`src/rtl/balance_pid_if.sv`:
```
// Control-loop handshake between the inertial front end and the balance PID.
// The master drives the pitch samples and enables; the slave returns the control word.
interface balance_pid_if;
    logic               vld;
    logic signed [15:0] ptch;
    logic               pwr_up;
    logic               rider_off;
    logic signed [11:0] PID_cntrl;
    logic               PID_vld;

    modport master (
        output vld,
        output ptch,
        output pwr_up,
        output rider_off,
        input  PID_cntrl,
        input  PID_vld
    );

    modport slave (
        input  vld,
        input  ptch,
        input  pwr_up,
        input  rider_off,
        output PID_cntrl,
        output PID_vld
    );
endinterface

```
`src/rtl/balance_pid.sv`:
```
// Balance-loop PID: saturated pitch error feeds P, I and D terms, a two-stage pipeline
// sums them and applies a soft-start clamp that widens with each accepted sample.
module balance_pid #(
    parameter logic [4:0] P_COEFF = 5'd12,
    parameter logic [5:0] D_COEFF = 6'd20
) (
    input logic         clk,
    input logic         rst,
    balance_pid_if.slave bus
);

    logic signed [15:0] ptch;
    logic               vld;
    logic               pwr_up;
    logic               rider_off;

    assign ptch      = bus.ptch;
    assign vld       = bus.vld;
    assign pwr_up    = bus.pwr_up;
    assign rider_off = bus.rider_off;

    // ------------------------------------------------------------------
    // Error saturation and proportional term
    // ------------------------------------------------------------------
    logic signed [9:0]  err_sat;
    logic signed [14:0] p_term;

    always_comb begin
        err_sat = ptch[9:0];
        if (ptch > 16'sd511) begin
            err_sat = 10'sd511;
        end else if (ptch < -16'sd512) begin
            err_sat = -10'sd512;
        end
    end

    assign p_term = $signed({{5{err_sat[9]}}, err_sat}) * $signed({10'd0, P_COEFF});

    // ------------------------------------------------------------------
    // Integrator with overflow hold
    // ------------------------------------------------------------------
    logic signed [17:0] integ_q, integ_d;
    logic signed [17:0] integ_sum;
    logic               integ_ovf;
    logic signed [11:0] i_term;

    assign integ_sum = integ_q + {{8{err_sat[9]}}, err_sat};
    assign integ_ovf = (integ_q[17] == err_sat[9]) && (integ_sum[17] != integ_q[17]);

    always_comb begin
        integ_d = integ_q;
        if (rider_off || !pwr_up) begin
            integ_d = '0;
        end else if (vld && !integ_ovf) begin
            integ_d = integ_sum;
        end
    end

    // Arithmetic shift by 6 of the post-update value is just its top 12 bits.
    assign i_term = integ_d[17:6];

    // ------------------------------------------------------------------
    // Derivative term
    // ------------------------------------------------------------------
    logic signed [9:0]  prev_err_q, prev_err_d;
    logic signed [10:0] d_raw;
    logic signed [6:0]  d_diff;
    logic signed [12:0] d_term;

    always_comb begin
        prev_err_d = prev_err_q;
        if (!pwr_up) begin
            prev_err_d = '0;
        end else if (vld) begin
            prev_err_d = err_sat;
        end
    end

    assign d_raw = {err_sat[9], err_sat} - {prev_err_q[9], prev_err_q};

    always_comb begin
        d_diff = d_raw[6:0];
        if (d_raw > 11'sd63) begin
            d_diff = 7'sd63;
        end else if (d_raw < -11'sd64) begin
            d_diff = -7'sd64;
        end
    end

    assign d_term = $signed({{6{d_diff[6]}}, d_diff}) * $signed({7'd0, D_COEFF});

    // ------------------------------------------------------------------
    // Soft-start counter
    // ------------------------------------------------------------------
    logic [7:0] ss_cnt_q, ss_cnt_d;

    always_comb begin
        ss_cnt_d = ss_cnt_q;
        if (!pwr_up) begin
            ss_cnt_d = '0;
        end else if (vld && (ss_cnt_q != 8'hff)) begin
            ss_cnt_d = ss_cnt_q + 8'd1;
        end
    end

    always_ff @(posedge clk or posedge rst) begin
        if (rst) begin
            integ_q    <= '0;
            prev_err_q <= '0;
            ss_cnt_q   <= '0;
        end else begin
            integ_q    <= integ_d;
            prev_err_q <= prev_err_d;
            ss_cnt_q   <= ss_cnt_d;
        end
    end

    // ------------------------------------------------------------------
    // Stage 1: capture terms and the pre-increment soft-start count
    // ------------------------------------------------------------------
    logic               s1_vld_q;
    logic signed [14:0] s1_p_q;
    logic signed [11:0] s1_i_q;
    logic signed [12:0] s1_d_q;
    logic [7:0]         s1_ss_q;

    always_ff @(posedge clk or posedge rst) begin
        if (rst) begin
            s1_vld_q <= 1'b0;
            s1_p_q   <= '0;
            s1_i_q   <= '0;
            s1_d_q   <= '0;
            s1_ss_q  <= '0;
        end else begin
            s1_vld_q <= vld;
            if (vld) begin
                s1_p_q  <= p_term;
                s1_i_q  <= i_term;
                s1_d_q  <= d_term;
                // A zero limit forces the output to 0 for samples taken while powered down.
                s1_ss_q <= pwr_up ? ss_cnt_q : 8'd0;
            end
        end
    end

    // ------------------------------------------------------------------
    // Stage 2: sum, saturate, soft-start clamp
    // ------------------------------------------------------------------
    logic signed [15:0] sum16;
    logic signed [11:0] sum_sat;
    logic signed [11:0] lim;
    logic signed [11:0] cntrl_nxt;

    assign sum16 = {s1_p_q[14], s1_p_q} + {{4{s1_i_q[11]}}, s1_i_q}
                 + {{3{s1_d_q[12]}}, s1_d_q};
    assign lim   = $signed({1'b0, s1_ss_q, 3'b000});

    always_comb begin
        sum_sat = sum16[11:0];
        if (sum16 > 16'sd2047) begin
            sum_sat = 12'sd2047;
        end else if (sum16 < -16'sd2048) begin
            sum_sat = -12'sd2048;
        end
    end

    always_comb begin
        cntrl_nxt = sum_sat;
        if (sum_sat > lim) begin
            cntrl_nxt = lim;
        end else if (sum_sat < -lim) begin
            cntrl_nxt = -lim;
        end
    end

    logic signed [11:0] pid_cntrl_q;
    logic               pid_vld_q;

    always_ff @(posedge clk or posedge rst) begin
        if (rst) begin
            pid_cntrl_q <= '0;
            pid_vld_q   <= 1'b0;
        end else begin
            pid_vld_q <= s1_vld_q;
            if (s1_vld_q) begin
                pid_cntrl_q <= cntrl_nxt;
            end
        end
    end

    assign bus.PID_cntrl = pid_cntrl_q;
    assign bus.PID_vld   = pid_vld_q;

endmodule

```
`src/flat_wrapper.sv`:
```
// flat-port wrapper written by rule: the top's interface ports become plain ports
module balance_pid_flat 
#(
    parameter logic [4:0] P_COEFF = 5'd12,
    parameter logic [5:0] D_COEFF = 6'd20
)
  (clk, rst, bus_vld, bus_ptch, bus_pwr_up, bus_rider_off, bus_PID_cntrl, bus_PID_vld);
  balance_pid_if bus_i ();
  input logic clk;
  input logic rst;
  input wire logic [$bits(bus_i.vld)-1:0] bus_vld;
  input wire logic [$bits(bus_i.ptch)-1:0] bus_ptch;
  input wire logic [$bits(bus_i.pwr_up)-1:0] bus_pwr_up;
  input wire logic [$bits(bus_i.rider_off)-1:0] bus_rider_off;
  output wire logic [$bits(bus_i.PID_cntrl)-1:0] bus_PID_cntrl;
  output wire logic [$bits(bus_i.PID_vld)-1:0] bus_PID_vld;
  assign bus_i.vld = bus_vld;
  assign bus_i.ptch = bus_ptch;
  assign bus_i.pwr_up = bus_pwr_up;
  assign bus_i.rider_off = bus_rider_off;
  assign bus_PID_cntrl = bus_i.PID_cntrl;
  assign bus_PID_vld = bus_i.PID_vld;
  balance_pid #(.P_COEFF(P_COEFF), .D_COEFF(D_COEFF)) u_core (.clk(clk), .rst(rst), .bus(bus_i));
endmodule
```
`config.mk`:
```
export PLATFORM = sky130hd
export DESIGN_NAME = balance_pid_flat
export DESIGN_NICKNAME = d
export VERILOG_FILES = /design/src/rtl/balance_pid_if.sv /design/src/rtl/balance_pid.sv /design/src/flat_wrapper.sv
export SDC_FILE = /design/constraint.sdc
export NUM_CORES = 1
export LEC_CHECK = 0
export CAP_MARGIN = 20
export CORE_MARGIN = 1
export CORE_UTILIZATION = 55
export CTS_CLUSTER_DIAMETER = 150
export CTS_CLUSTER_SIZE = 25
export DETAILED_ROUTE_END_ITERATION = 16
export HOLD_SLACK_MARGIN = 0.08
export MAX_ROUTING_LAYER = met4
export PLACE_DENSITY = 0.73
export SYNTH_ARGS = -nofsm -noshare
export SYNTH_HDL_FRONTEND = slang
export SYNTH_SLANG_ARGS = --single-unit
```
`constraint.sdc`:
```
create_clock -name clk -period 6.2 [get_ports clk]
set_input_delay 1.55 -clock clk [delete_from_list [all_inputs] [get_ports clk]]
set_output_delay 1.55 -clock clk [all_outputs]
set_load 0.05 [all_outputs]
```
==> impl_metrics.tcl <==
set metrics [dict create \
    status "completed" \
    detail-route-antenna-nets 0 \
    synthArstFlopShare_pct 100.0 \
    synth_ff_type "dfrtp_1" \
    overflow 0 \
    nNetsFinal 1012 \
    root_buffer "clkbuf_16" \
    finalPower_mw 4.701 \
    period_minus_slack_ns 6.109 \
    multiInputGateArea_mm2 0.005081 \
    ctsHtreeMaxLevel 3 \
    wirelength_um 19210 \
    nFillCells 1076 \
    required_ns 6.44 \
    dieArea_mm2 0.01442 \
    insertion_delay_ns 0.35 \
    final_common_cell "dfrtp_1" \
    power.density_mw_per_mm2 528.4 \
    end_kind "flop" \
    setup-tns-final_ns 0 \
    crit_arrival_ns 6.35 \
    cap_violations 0 \
    synthToLayoutAreaGrowth_pct 16.01 \
    tightestPinTransition_ns 1.074 \
    grt_antenna_before_repair 0 \
    clockBufferDepth 2 \
    grt_pass1_wl_um 31360 \
    synth_edf_count 0 \
    grt_max_degree 56 \
    tritoncts "built" \
    worst_setup_path_start_kind "primary input" \
    gp_congestion 0.8931 \
    finalClockSkew_ns 0.008747 \
    track_usage_pct 28.47 \
    first_global_vias 6335 \
    dp_hpwl_um 14580 \
    post_synth_num_cell_types 73 \
    numCtsBuffers 9 \
    num_rows 42 \
    crit_fanout 7 \
    timing_hold_violations_final 0 \
    vias_per_cell 5.988 \
    die_w_um 120.1 \
    synthCells 824 \
    max-slew-margin-rel_pct 28.39 \
    cp_slowest_cell "clkdlybuf4s50_1" \
    firstDrtPassIters 5 \
    avgSynthCellArea_um2 9.307 \
    route.detailed.drc 0 \
    antennaDiodeCount 0 \
    core-area_mm2 0.01340 \
    slew_violations 0 \
    holdPathEnd "u_core.bus.PID_cntrl[11]" \
    wire_per_inst_um 17.99 \
    min_from "u_core.bus.PID_cntrl[11]" \
    ys_seq_elements 94 \
    reg2reg_depth 19 \
    leakage_nw 4.054 \
    cp_slowest_stage_delay_ns 0.52 \
    fp.dieH_um 120.1 \
    start_util_pct 57.23 \
    mostFrequentLayoutCells "94 x dfrtp_1, 85 x ha_1, 69 x nor2_1, 58 x inv_1, 54 x nand2_1" \
    synth_area_mm2 0.007669 \
    finalSetupViolCount 0 \
    final_area_mm2 0.008896 \
    clk_pin_slew_ns 0.07 \
    seq_area_mm2 0.002352 \
    worstHoldPathType "flop to flop" \
    post_dp_cell_area_mm2 0.008368 \
    cp_common_cell "buf_4" \
    layout-drive-gt1-share_pct 14.35 \
    syn-num-nets 949 \
    r2r-end "u_core.bus.PID_cntrl[6]" \
    ys_seq_area_share_pct 30.67 \
    io_buffer_count 33 \
    cts.hold.buffers_added 0 \
    r2r-start "u_core.s1_d_q[3]" \
    pin_count 34 \
    crit_type "primary input to flop" \
    max_freq_mhz 163.7 \
    ir_worst_vdd_mv 0.3059 \
    drtIter0Drc 464 \
    clock-sinks 94 \
    period_share_pct 98.53 \
    hold-path-cell-count 2 \
    num_vias 6395 \
    ys_warn_count 0 \
    r2r_slack_ns 0.44 \
]
[metrics by stage]
stage                     setup slack [ns]  utilization, %  std cells  hold WS (ns)
after floorplan                    0.04860               -        824        0.4734
after global placement             -0.2200           62.45       1048        0.4742
final                              0.09145           66.39       1068        0.4906
after detailed placement           -0.4647           62.45       1048        0.4799
after global routing               -0.1887           66.39       1068        0.5187
after CTS                         0.003500           65.01       1064        0.4988
[state kept, by name, indices dropped and copies added, names as in the netlist]
register              count
u_core.prev_err_q        10
u_core.integ_q           18
u_core.s1_d_q            11
u_core.s1_p_q            13
u_core.bus.PID_vld        1
u_core.s1_vld_q           1
u_core.s1_ss_q            8
u_core.bus.PID_cntrl     12
u_core.s1_i_q            12
u_core.ss_cnt_q           8
[worst max-delay path by stage]
stage	startpoint	endpoint	slack (ns)	depth (start not counted)
floorplan	bus_ptch[15]	u_core.s1_d_q[12]	0.05	22
global route	bus_ptch[13]	u_core.s1_d_q[11]	-0.19	29
finish	bus_ptch[13]	u_core.s1_d_q[11]	0.09	29
global placement	bus_ptch[15]	u_core.s1_d_q[12]	-0.22	22
detailed placement	bus_ptch[15]	u_core.s1_d_q[12]	-0.46	22
CTS	bus_ptch[14]	u_core.s1_d_q[12]	0.004	22
[cell usage after synthesis (all sizes together), types with 4 or more instances]
cell type | number | area [um^2]
a21o | 12 | 91.34
nand3 | 19 | 95.09
mux2i | 30 | 304.0
a31oi | 6 | 43.79
o21a | 20 | 150.1
a21oi | 58 | 297.8
nor2b | 10 | 62.56
nor4 | 6 | 37.54
nand4 | 9 | 56.30
dfrtp | 94 | 2352
and3 | 4 | 25.02
or3 | 4 | 25.02
o221ai | 7 | 61.31
buf | 8 | 77.57
o31ai | 15 | 122.6
xor2 | 14 | 122.6
inv | 60 | 225.2
nor2 | 70 | 262.8
o21bai | 5 | 37.54
or2 | 4 | 25.02
nor3b | 4 | 30.03
mux2 | 20 | 225.2
a41oi | 5 | 43.79
ha | 86 | 1076
fa | 18 | 360.4
o2111ai | 4 | 41.29
clkbuf | 16 | 61.30
nand2 | 56 | 212.7
a31o | 4 | 43.80
o21ai | 54 | 277.8
nand2b | 5 | 31.28
nor3 | 17 | 90.09
o211ai | 4 | 35.03
a211oi | 8 | 75.08
xnor2 | 37 | 331.6
[worst max-delay path, delay by kind of cell]
kind                     cells  cell delay (ns)
XOR/XNOR                     1             0.08
multiplexers                 1             0.26
AND/OR/NAND/NOR              5             0.64
adder cells (fa/ha/maj)      4             1.00
buffers and inverters        8             1.41
AO/OA/AOI/OAI               10             1.37
[cell families (layout without fill, tap and decap cells)]
| kind of cell | Yosys count | count (layout) | synth area share (%) |
|---|---|---|---|
| compound gates | 224 | 224 | 19.69 |
| simple gates | 216 | 216 | 13.22 |
| fa+ha+maj | 104 | 104 | 18.73 |
| flops | 94 | 94 | 30.67 |
| buf+inv | 85 | 153 | 4.862 |
| xor+xnor | 51 | 51 | 5.923 |
| mux | 50 | 50 | 6.902 |
[routing by layer]
metal,global-route usage [%],part of all wire [%],up-vias
li1,-,-,3101
met1,39.28,48,3142
met3,3.137,3.6,22
met2,44.07,47,130
met4,8.594,1.5,0
met5,-,0,-
[final cells by class]
class	count	share of cell area, %
sequential	94	26.44
multi-input combinational	645	57.12
inverter	60	2.546
timing repair buffer	77	7.792
tap	176	2.475
clock buffer	10	2.574
clock inverter	6	1.055
[timing repair]
action                                  4_1_cts  5_1_grt
resized for setup                             4       33
pin swaps                                     0        7
endpoints found under the setup margin        4        6
setup buffers                                 0        2
[report_power, final]
part           leakage [nW]  internal, mW  total [mW]  switching [mW]
sequential             1.23         0.725       0.816          0.0907
combinational          2.67          1.33        3.27            1.94
clock                 0.154         0.358       0.616           0.258
No activity file was read; power rests on OpenSTA's default activity.
